===== src/rtl/mips_multicycle_control_if.sv =====
// Control/status bundle between the multicycle MIPS controller (master) and Data_Path (slave).
interface mips_multicycle_control_if;
    logic [5:0] Opcode;
    logic [5:0] Funct;
    logic       Zero;
    logic       PCen;
    logic       IorD;
    logic       MemWrite;
    logic       IRWrite;
    logic       RegDst;
    logic       MemtoReg;
    logic       RegWrite;
    logic       ALUSrcA;
    logic [1:0] ALUSrcB;
    logic [2:0] ALUControl;
    logic       PCsrc;

    modport master (
        input  Opcode, Funct, Zero,
        output PCen, IorD, MemWrite, IRWrite, RegDst, MemtoReg, RegWrite,
               ALUSrcA, ALUSrcB, ALUControl, PCsrc
    );

    modport slave (
        output Opcode, Funct, Zero,
        input  PCen, IorD, MemWrite, IRWrite, RegDst, MemtoReg, RegWrite,
               ALUSrcA, ALUSrcB, ALUControl, PCsrc
    );
endinterface


===== src/rtl/mips_multicycle_control.sv =====
// Moore main controller for the multicycle MIPS datapath: sequences fetch/decode/execute/
// memory/write-back, counts retired instructions and flags unsupported encodings.
module mips_multicycle_control #(
    parameter int WIDTH = 32
) (
    input  logic                      clk,
    input  logic                      reset,
    mips_multicycle_control_if.master ctrl,
    output logic [3:0]                State_o,
    output logic                      Illegal_o,
    output logic [WIDTH-1:0]          Instr_count_o
);

    typedef enum logic [3:0] {
        FETCH   = 4'd0,
        DECODE  = 4'd1,
        MEMADR  = 4'd2,
        MEMRD   = 4'd3,
        MEMWB   = 4'd4,
        MEMWR   = 4'd5,
        EXECUTE = 4'd6,
        ALUWB   = 4'd7,
        BRANCH  = 4'd8,
        ADDIEX  = 4'd9,
        ADDIWB  = 4'd10
    } state_t;

    localparam logic [5:0] OP_RTYPE = 6'b000000;
    localparam logic [5:0] OP_LW    = 6'b100011;
    localparam logic [5:0] OP_SW    = 6'b101011;
    localparam logic [5:0] OP_BEQ   = 6'b000100;
    localparam logic [5:0] OP_ADDI  = 6'b001000;

    localparam logic [5:0] FN_ADD = 6'b100000;
    localparam logic [5:0] FN_SUB = 6'b100010;
    localparam logic [5:0] FN_AND = 6'b100100;
    localparam logic [5:0] FN_OR  = 6'b100101;
    localparam logic [5:0] FN_SLT = 6'b101010;

    localparam logic [2:0] ALU_ADD = 3'b010;
    localparam logic [2:0] ALU_SUB = 3'b110;
    localparam logic [2:0] ALU_AND = 3'b000;
    localparam logic [2:0] ALU_OR  = 3'b001;
    localparam logic [2:0] ALU_SLT = 3'b111;

    state_t           state;
    state_t           next_state;
    logic [WIDTH-1:0] instr_count;
    logic [2:0]       funct_alu;
    logic             funct_ok;
    logic             decode_illegal;
    logic             retire;

    always_comb begin
        funct_alu = ALU_ADD;
        funct_ok  = 1'b1;
        case (ctrl.Funct)
            FN_ADD:  funct_alu = ALU_ADD;
            FN_SUB:  funct_alu = ALU_SUB;
            FN_AND:  funct_alu = ALU_AND;
            FN_OR:   funct_alu = ALU_OR;
            FN_SLT:  funct_alu = ALU_SLT;
            default: funct_ok  = 1'b0;
        endcase
    end

    // Opcode/Funct are held by the IR outside FETCH, so decoding them directly is safe.
    always_comb begin
        next_state     = FETCH;
        decode_illegal = 1'b0;
        case (state)
            FETCH:   next_state = DECODE;
            DECODE: begin
                case (ctrl.Opcode)
                    OP_LW, OP_SW: next_state = MEMADR;
                    OP_BEQ:       next_state = BRANCH;
                    OP_ADDI:      next_state = ADDIEX;
                    OP_RTYPE: begin
                        if (funct_ok) next_state = EXECUTE;
                        else          decode_illegal = 1'b1;
                    end
                    default:      decode_illegal = 1'b1;
                endcase
            end
            MEMADR:  next_state = (ctrl.Opcode == OP_SW) ? MEMWR : MEMRD;
            MEMRD:   next_state = MEMWB;
            EXECUTE: next_state = ALUWB;
            ADDIEX:  next_state = ADDIWB;
            default: next_state = FETCH;
        endcase
    end

    assign retire = (state == MEMWB) || (state == MEMWR) || (state == ALUWB) ||
                    (state == BRANCH) || (state == ADDIWB);

    // Outputs are forced low while reset is held so no write strobe can leak out.
    always_comb begin
        ctrl.PCen       = 1'b0;
        ctrl.IorD       = 1'b0;
        ctrl.MemWrite   = 1'b0;
        ctrl.IRWrite    = 1'b0;
        ctrl.RegDst     = 1'b0;
        ctrl.MemtoReg   = 1'b0;
        ctrl.RegWrite   = 1'b0;
        ctrl.ALUSrcA    = 1'b0;
        ctrl.ALUSrcB    = 2'b00;
        ctrl.ALUControl = 3'b000;
        ctrl.PCsrc      = 1'b0;
        State_o         = 4'd0;
        Illegal_o       = 1'b0;
        if (!reset) begin
            State_o   = state;
            Illegal_o = decode_illegal;
            case (state)
                FETCH: begin
                    ctrl.IRWrite    = 1'b1;
                    ctrl.ALUSrcB    = 2'b01;
                    ctrl.ALUControl = ALU_ADD;
                    ctrl.PCen       = 1'b1;
                end
                DECODE: begin
                    ctrl.ALUSrcB    = 2'b11;
                    ctrl.ALUControl = ALU_ADD;
                end
                MEMADR, ADDIEX: begin
                    ctrl.ALUSrcA    = 1'b1;
                    ctrl.ALUSrcB    = 2'b10;
                    ctrl.ALUControl = ALU_ADD;
                end
                MEMRD:  ctrl.IorD = 1'b1;
                MEMWB: begin
                    ctrl.MemtoReg = 1'b1;
                    ctrl.RegWrite = 1'b1;
                end
                MEMWR: begin
                    ctrl.IorD     = 1'b1;
                    ctrl.MemWrite = 1'b1;
                end
                EXECUTE: begin
                    ctrl.ALUSrcA    = 1'b1;
                    ctrl.ALUControl = funct_alu;
                end
                ALUWB: begin
                    ctrl.RegDst   = 1'b1;
                    ctrl.RegWrite = 1'b1;
                end
                BRANCH: begin
                    ctrl.ALUSrcA    = 1'b1;
                    ctrl.ALUControl = ALU_SUB;
                    ctrl.PCsrc      = 1'b1;
                    ctrl.PCen       = ctrl.Zero;
                end
                ADDIWB: ctrl.RegWrite = 1'b1;
                default: ;
            endcase
        end
    end

    always_ff @(posedge clk or posedge reset) begin
        if (reset) begin
            state       <= FETCH;
            instr_count <= '0;
        end else begin
            state <= next_state;
            if (retire) instr_count <= instr_count + WIDTH'(1);
        end
    end

    assign Instr_count_o = instr_count;

endmodule

===== src/flat_wrapper.sv =====
// flat-port wrapper written by rule: the top's interface ports become plain ports
module mips_multicycle_control_flat 
#(
    parameter int WIDTH = 32
)
  (clk, reset, State_o, Illegal_o, Instr_count_o, ctrl_Opcode, ctrl_Funct, ctrl_Zero, ctrl_PCen, ctrl_IorD, ctrl_MemWrite, ctrl_IRWrite, ctrl_RegDst, ctrl_MemtoReg, ctrl_RegWrite, ctrl_ALUSrcA, ctrl_ALUSrcB, ctrl_ALUControl, ctrl_PCsrc);
  mips_multicycle_control_if ctrl_i ();
  input  logic clk;
  input  logic reset;
  output logic [3:0] State_o;
  output logic Illegal_o;
  output logic [WIDTH-1:0] Instr_count_o;
  input wire logic [$bits(ctrl_i.Opcode)-1:0] ctrl_Opcode;
  input wire logic [$bits(ctrl_i.Funct)-1:0] ctrl_Funct;
  input wire logic [$bits(ctrl_i.Zero)-1:0] ctrl_Zero;
  output wire logic [$bits(ctrl_i.PCen)-1:0] ctrl_PCen;
  output wire logic [$bits(ctrl_i.IorD)-1:0] ctrl_IorD;
  output wire logic [$bits(ctrl_i.MemWrite)-1:0] ctrl_MemWrite;
  output wire logic [$bits(ctrl_i.IRWrite)-1:0] ctrl_IRWrite;
  output wire logic [$bits(ctrl_i.RegDst)-1:0] ctrl_RegDst;
  output wire logic [$bits(ctrl_i.MemtoReg)-1:0] ctrl_MemtoReg;
  output wire logic [$bits(ctrl_i.RegWrite)-1:0] ctrl_RegWrite;
  output wire logic [$bits(ctrl_i.ALUSrcA)-1:0] ctrl_ALUSrcA;
  output wire logic [$bits(ctrl_i.ALUSrcB)-1:0] ctrl_ALUSrcB;
  output wire logic [$bits(ctrl_i.ALUControl)-1:0] ctrl_ALUControl;
  output wire logic [$bits(ctrl_i.PCsrc)-1:0] ctrl_PCsrc;
  assign ctrl_i.Opcode = ctrl_Opcode;
  assign ctrl_i.Funct = ctrl_Funct;
  assign ctrl_i.Zero = ctrl_Zero;
  assign ctrl_PCen = ctrl_i.PCen;
  assign ctrl_IorD = ctrl_i.IorD;
  assign ctrl_MemWrite = ctrl_i.MemWrite;
  assign ctrl_IRWrite = ctrl_i.IRWrite;
  assign ctrl_RegDst = ctrl_i.RegDst;
  assign ctrl_MemtoReg = ctrl_i.MemtoReg;
  assign ctrl_RegWrite = ctrl_i.RegWrite;
  assign ctrl_ALUSrcA = ctrl_i.ALUSrcA;
  assign ctrl_ALUSrcB = ctrl_i.ALUSrcB;
  assign ctrl_ALUControl = ctrl_i.ALUControl;
  assign ctrl_PCsrc = ctrl_i.PCsrc;
  mips_multicycle_control #(.WIDTH(WIDTH)) u_core (.clk(clk), .reset(reset), .ctrl(ctrl_i), .State_o(State_o), .Illegal_o(Illegal_o), .Instr_count_o(Instr_count_o));
endmodule

===== config.mk =====
export PLATFORM = sky130hd
export DESIGN_NAME = mips_multicycle_control_flat
export DESIGN_NICKNAME = d
export VERILOG_FILES = /design/src/rtl/mips_multicycle_control_if.sv /design/src/rtl/mips_multicycle_control.sv /design/src/flat_wrapper.sv
export SDC_FILE = /design/constraint.sdc
export NUM_CORES = 1
export LEC_CHECK = 0
export CAP_MARGIN = 5
export CORE_MARGIN = 10
export CORE_UTILIZATION = 41
export DETAILED_ROUTE_END_ITERATION = 8
export HOLD_SLACK_MARGIN = 0.03
export PLACE_DENSITY = 0.77
export SLEW_MARGIN = 25
export SYNTH_ARGS = -nofsm -noshare
export SYNTH_HDL_FRONTEND = slang
export SYNTH_SLANG_ARGS = --single-unit

===== constraint.sdc =====
create_clock -name clk -period 1.7 [get_ports clk]
set_clock_uncertainty 0.15 [all_clocks]
set_input_delay 0.17 -clock clk [delete_from_list [all_inputs] [get_ports clk]]
set_output_delay 0.17 -clock clk [all_outputs]
set_load 0.03 [all_outputs]

### Word level (Yosys, flattened, before mapping)

Index checks and enable logic that the tools add are counted.

* flip-flop bits (word level): 36
* input bits: 15
* output and inout bits: 51

* add/sub/neg operators: 1
* equal/unequal tests: 19
* multiplexer cells: 33
* reductions and logical operators: 14

Operators by type and width (count)
* 6-bit == test, second input constant: 7
* 32-bit by 1-bit adder with 32-bit output, second input constant: 1
* 4-bit one-hot mux with 6 select lines: 1
* 1-bit 2-to-1 mux: 21
* 4-bit by 3-bit == test with 1-bit output, second input constant: 4
* 4-bit one-hot mux with 4 select lines: 1
* 4-bit == test, second input constant: 3
* 3-bit one-hot mux with 4 select lines: 1
* 4-bit OR reduction: 3
* 3-bit 2-to-1 mux: 3
* 3-bit one-hot mux with 3 select lines: 1
* 4-bit by 2-bit == test with 1-bit output, second input constant: 2
* 6-bit by 3-bit == test with 1-bit output, second input constant: 1
* 6-bit by 4-bit == test with 1-bit output, second input constant: 1
* 6-bit logical NOT: 1
* 2-bit one-hot mux with 3 select lines: 1
* 2-bit OR reduction: 3
* 5-bit OR reduction: 1
* 4-bit by 1-bit == test with 1-bit output, second input constant: 1
* 4-bit logical NOT: 1
* 1-bit logical OR: 4
* 4-bit 2-to-1 mux: 1
* 1-bit one-hot mux with 2 select lines: 2
* 3-bit OR reduction: 1
* 2-bit 2-to-1 mux: 1

### Logic depth before layout (Yosys ltp)

* depth after elaboration: 7
* gate-level depth with buffers: 6

### Worst setup path before layout

OpenSTA, ideal clock, no wires.

* path type: reg2out
* start: reg u_core.state[0]
* end: out ctrl_ALUControl[2]
* arrival time: 2.167 ns
* required time: 1.380 ns
* path slack: -0.787 ns
* cell stages (with the launch flop): 4
* path buffers: 1
* path through: dfrtp_1 buf_2 nor4_1 o21bai_1

* longest elaborated chain between the ends: 4
* elaborated cells on any way between the ends: 9

RTL lines
* from (decl): line mips_multicycle_control.sv:46 `state_t state;`
* from (signal assigned): line mips_multicycle_control.sv:164 `state <= next_state;`
* 4-bit by 1-bit == test with 1-bit output (tied with other cells): line mips_multicycle_control.sv:114 `case (state)`
* 4-bit OR reduction (no line)
* 3-bit one-hot mux with 3 select lines *: line mips_multicycle_control.sv:114
* 3-bit 2-to-1 mux *: line mips_multicycle_control.sv:111 `if (!reset) begin`
* to (decl): line flat_wrapper.sv:25 `output wire logic [$bits(ctrl_i.ALUControl)-1:0] ctrl_ALUControl;`

Mark *: on every way between the ends. The rest lies on a longest branch, timed or not.

### Worst setup path in the final report

* start: reg u_core.state[3]
* end: out Illegal_o

* longest elaborated chain between the ends: 3

RTL lines
* 4-bit by 1-bit == test with 1-bit output: line mips_multicycle_control.sv:71 `case (state)`
* 1-bit 2-to-1 mux: line mips_multicycle_control.sv:71
* 1-bit 2-to-1 mux: line mips_multicycle_control.sv:111
* to (decl): line flat_wrapper.sv:11 `output logic Illegal_o;`

Every way passes these cells.

==> metrics.cfg <==
[outcome]
outcome = complete, but fails checks
violations = setup timing

[timing]
fin_setup_tns_ps = -8891
slew_violations = 0
timing.fmax_ghz = 0.4609
period_share = 1.276
rsz0062_at_grt = yes
hold_violations = 0
setup_viol = 46
min_period_ps = 2170
tightestPinTransition_ps = 469.2
slew_headroom = 0.6872
setup_ws_ps = -469.8
fin_hold_ws_ps = 230.6

[synthesis]
async_flop_share = 1.000
synth_cells = 207
yosys.area.top_type = dfrtp_1
yosysWarnings = 0
syn_nets = 223
ys_types = 41
synth_top_area_share = 0.4500
synth_edf_count = 0
netlist_area_um2 = 2002
syn_area_per_cell_um2 = 9.671
yosys_register_bits = 36
synth_ff_type = dfrtp_1
synthTopCellsByArea = dfrtp_1 (45%), xnor2_1 (10%), nor2_1 (4.5%)
yosysSeqAreaShare = 0.4500

[power_and_ir_drop]
leakage_nw = 1.881
sw_frac_of_total = 0.3906
power_density_nw_per_um2 = 840.0
p_switching_w = 0.001218
p_int_w = 0.001900
comb_power_share = 0.480
p_seq_frac = 0.326
ir_drop_v = 0.0009336
p_clk_frac = 0.194

[critical_path]
critical_path_arrival_ps = 1850
crit_fanout = 4
crit_type = reg2out
worstRegToRegCells = 9
r2r-start = u_core.state[2]
cp-end-kind = primary output
start_kind = register
required_ps = 1380
critPathLaunch = u_core.state[3]

[finish]
nNetsFinal = 358
fin_cells = 410
diodes = 0
drive_gt1_frac = 0.4869
syn2layout_area_growth_pct = 85.38

[cts]
cts_sinks = 36
clkTransAtPathRegs_ps = 70
hold_buffers = 0
htreeDepth = 2
insertion_delay_ps = 300
clk_path_buf_depth = 2
numCtsBuffers = 5
cts_tree = yes
cts_root_buf = clkbuf_8

[grt]
grt_pass1_wl_mm = 10.85
grt_max_degree = 37
grt_usage = 0.1621
grt_overflow = 0
grt_pass1_vias = 2199
antenna_found_initial = 0

[floorplan]
fp-row-count = 25
coreArea_um2 = 4723
dieHeight_um = 89.88
io_pins = 66
initial_utilization = 0.4238
die_area_um2 = 8078
die_w_um = 89.88

[placed_design]
dp_slack_ps = -399.6
placedCellCount = 382
gp_congestion = 0.8393
portBuffers = 65
dp_hpwl_mm = 4.495

[run]
cap_violations = 0

[detailed_routing]
wl_per_cell_um = 17.93
initialDrtViolationCount = 92
final_antenna_net_count = 0
firstDrtPassIters = 4
drc_errors = 0
via_per_inst = 5.232
wirelength_mm = 7.350
vias = 2145

[hold_path]
whs_path_depth = 5
timing.hold.worst.start = ctrl_Opcode[1]
hp-class = in2reg

layer usage:
| metal | GRT usage | up-vias | routed length [µm] | part of all wire |
|---|---|---|---|---|
| li1 | - | 989 | - | - |
| met1 | 0.1700 | 1065 | 2888 | 0.39 |
| met2 | 0.2930 | 72 | 3830 | 0.52 |
| met3 | 0.04821 | 19 | 416 | 0.057 |
| met4 | 0.06897 | 0 | 214 | 0.029 |
| met5 | 0 | - | 0 | 0 |
sequential cells by signal, summed over array words and instances (netlist names):
register              flops
u_core.Instr_count_o     32
u_core.state              4
worst paths after layout:
| check | to | slack [ps] |
|---|---|---|
| worst max register to register | u_core.Instr_count_o[12] | -300 |
| min in group asynchronous | u_core.Instr_count_o[3] | 460 |
| worst max-delay path | Illegal_o | -470 |
| max in group asynchronous | u_core.state[0] | 570 |
| worst min register to register | u_core.Instr_count_o[17] | 330 |
| worst min-delay path | u_core.state[0] | 230 |
cell usage after synthesis, types with 2 or more instances:
library cell	instances
a21oi_1	4
o21ai_0	3
nor4_1	4
or4_1	2
buf_2	2
dfrtp_1	36
and4_1	2
xor2_1	10
inv_1	5
o21a_1	2
nand2_1	20
xnor2_1	23
and2_1	3
nand4_1	10
nor3_1	5
nor2_1	24
clkbuf_1	4
nand2b_1	4
and3_1	9
nand3_1	11
o22a_1	2
nor2b_1	3
cell families (layout without fill, tap and decap cells):
group,after synthesis,count (layout),share of synthesized area
buffers and inverters,11,147,0.02187
adders and majority gates,1,1,0.006249
and+or+nand+nor,105,105,0.2919
xor gates and xnor gates,33,33,0.1444
DFF,36,36,0.4500
AOI/OAI and AO/OA,19,19,0.07501
muxes,2,2,0.01062
layout by cell type (no fill, tap or decap), types with 11 or more instances in the layout:
cell,instances
buf_4,63
buf_6,22
clkdlybuf4s50_1,11
dfrtp_1,21
dfrtp_2,15
dlygate4sd2_1,27
nand2_1,14
nor2_1,14
xnor2_1,21
through the flow:
stage / cell area (µm²) / power (W) / util
2_1_floorplan: 2128 / 0.001688 / -
3_3_place_gp: 3159 / 0.002183 / 0.6689
3_5_place_dp: 3159 / 0.002198 / 0.6689
4_1_cts: 3508 / 0.002982 / 0.7428
5_1_grt: 3711 / 0.003220 / 0.7857
6_report: 3711 / 0.003117 / 0.7857
area by class of cell:
type,instances,area (µm²)
multi-input cells,160,1381
clock inverters,1,5.005
well taps,67,83.83
inverters,5,22.52
clock buffers,7,76.32
repair buffers,134,1222
fillers,276,1012
flip-flops and latches,36,919.6
power groups by stage:
| stage | combinational (W) | clock (W) | sequential [W] |
|---|---|---|---|
| 2_1_floorplan | 0.000585 | 0 | 0.00110 |
| 3_3_place_gp | 0.00117 | 0 | 0.00101 |
| 3_5_place_dp | 0.00118 | 0 | 0.00101 |
| 4_1_cts | 0.00138 | 0.000606 | 0.000993 |
| 5_1_grt | 0.00156 | 0.000639 | 0.00102 |
| 6_report | 0.00150 | 0.000606 | 0.00102 |
critical path, stage by stage (launching register included):
cell     delay, ps
dfrtp_1        440
or3_4          370
or4_4          500
nor2_4         120
buf_6          130
what timing repair did:
action,4_1_cts,5_1_grt
gates resized for setup,74,39
buffers inserted,15,11
endpoints found under the setup margin,69,54
pin swaps,34,20
No activity file was read; power rests on OpenSTA's default activity.
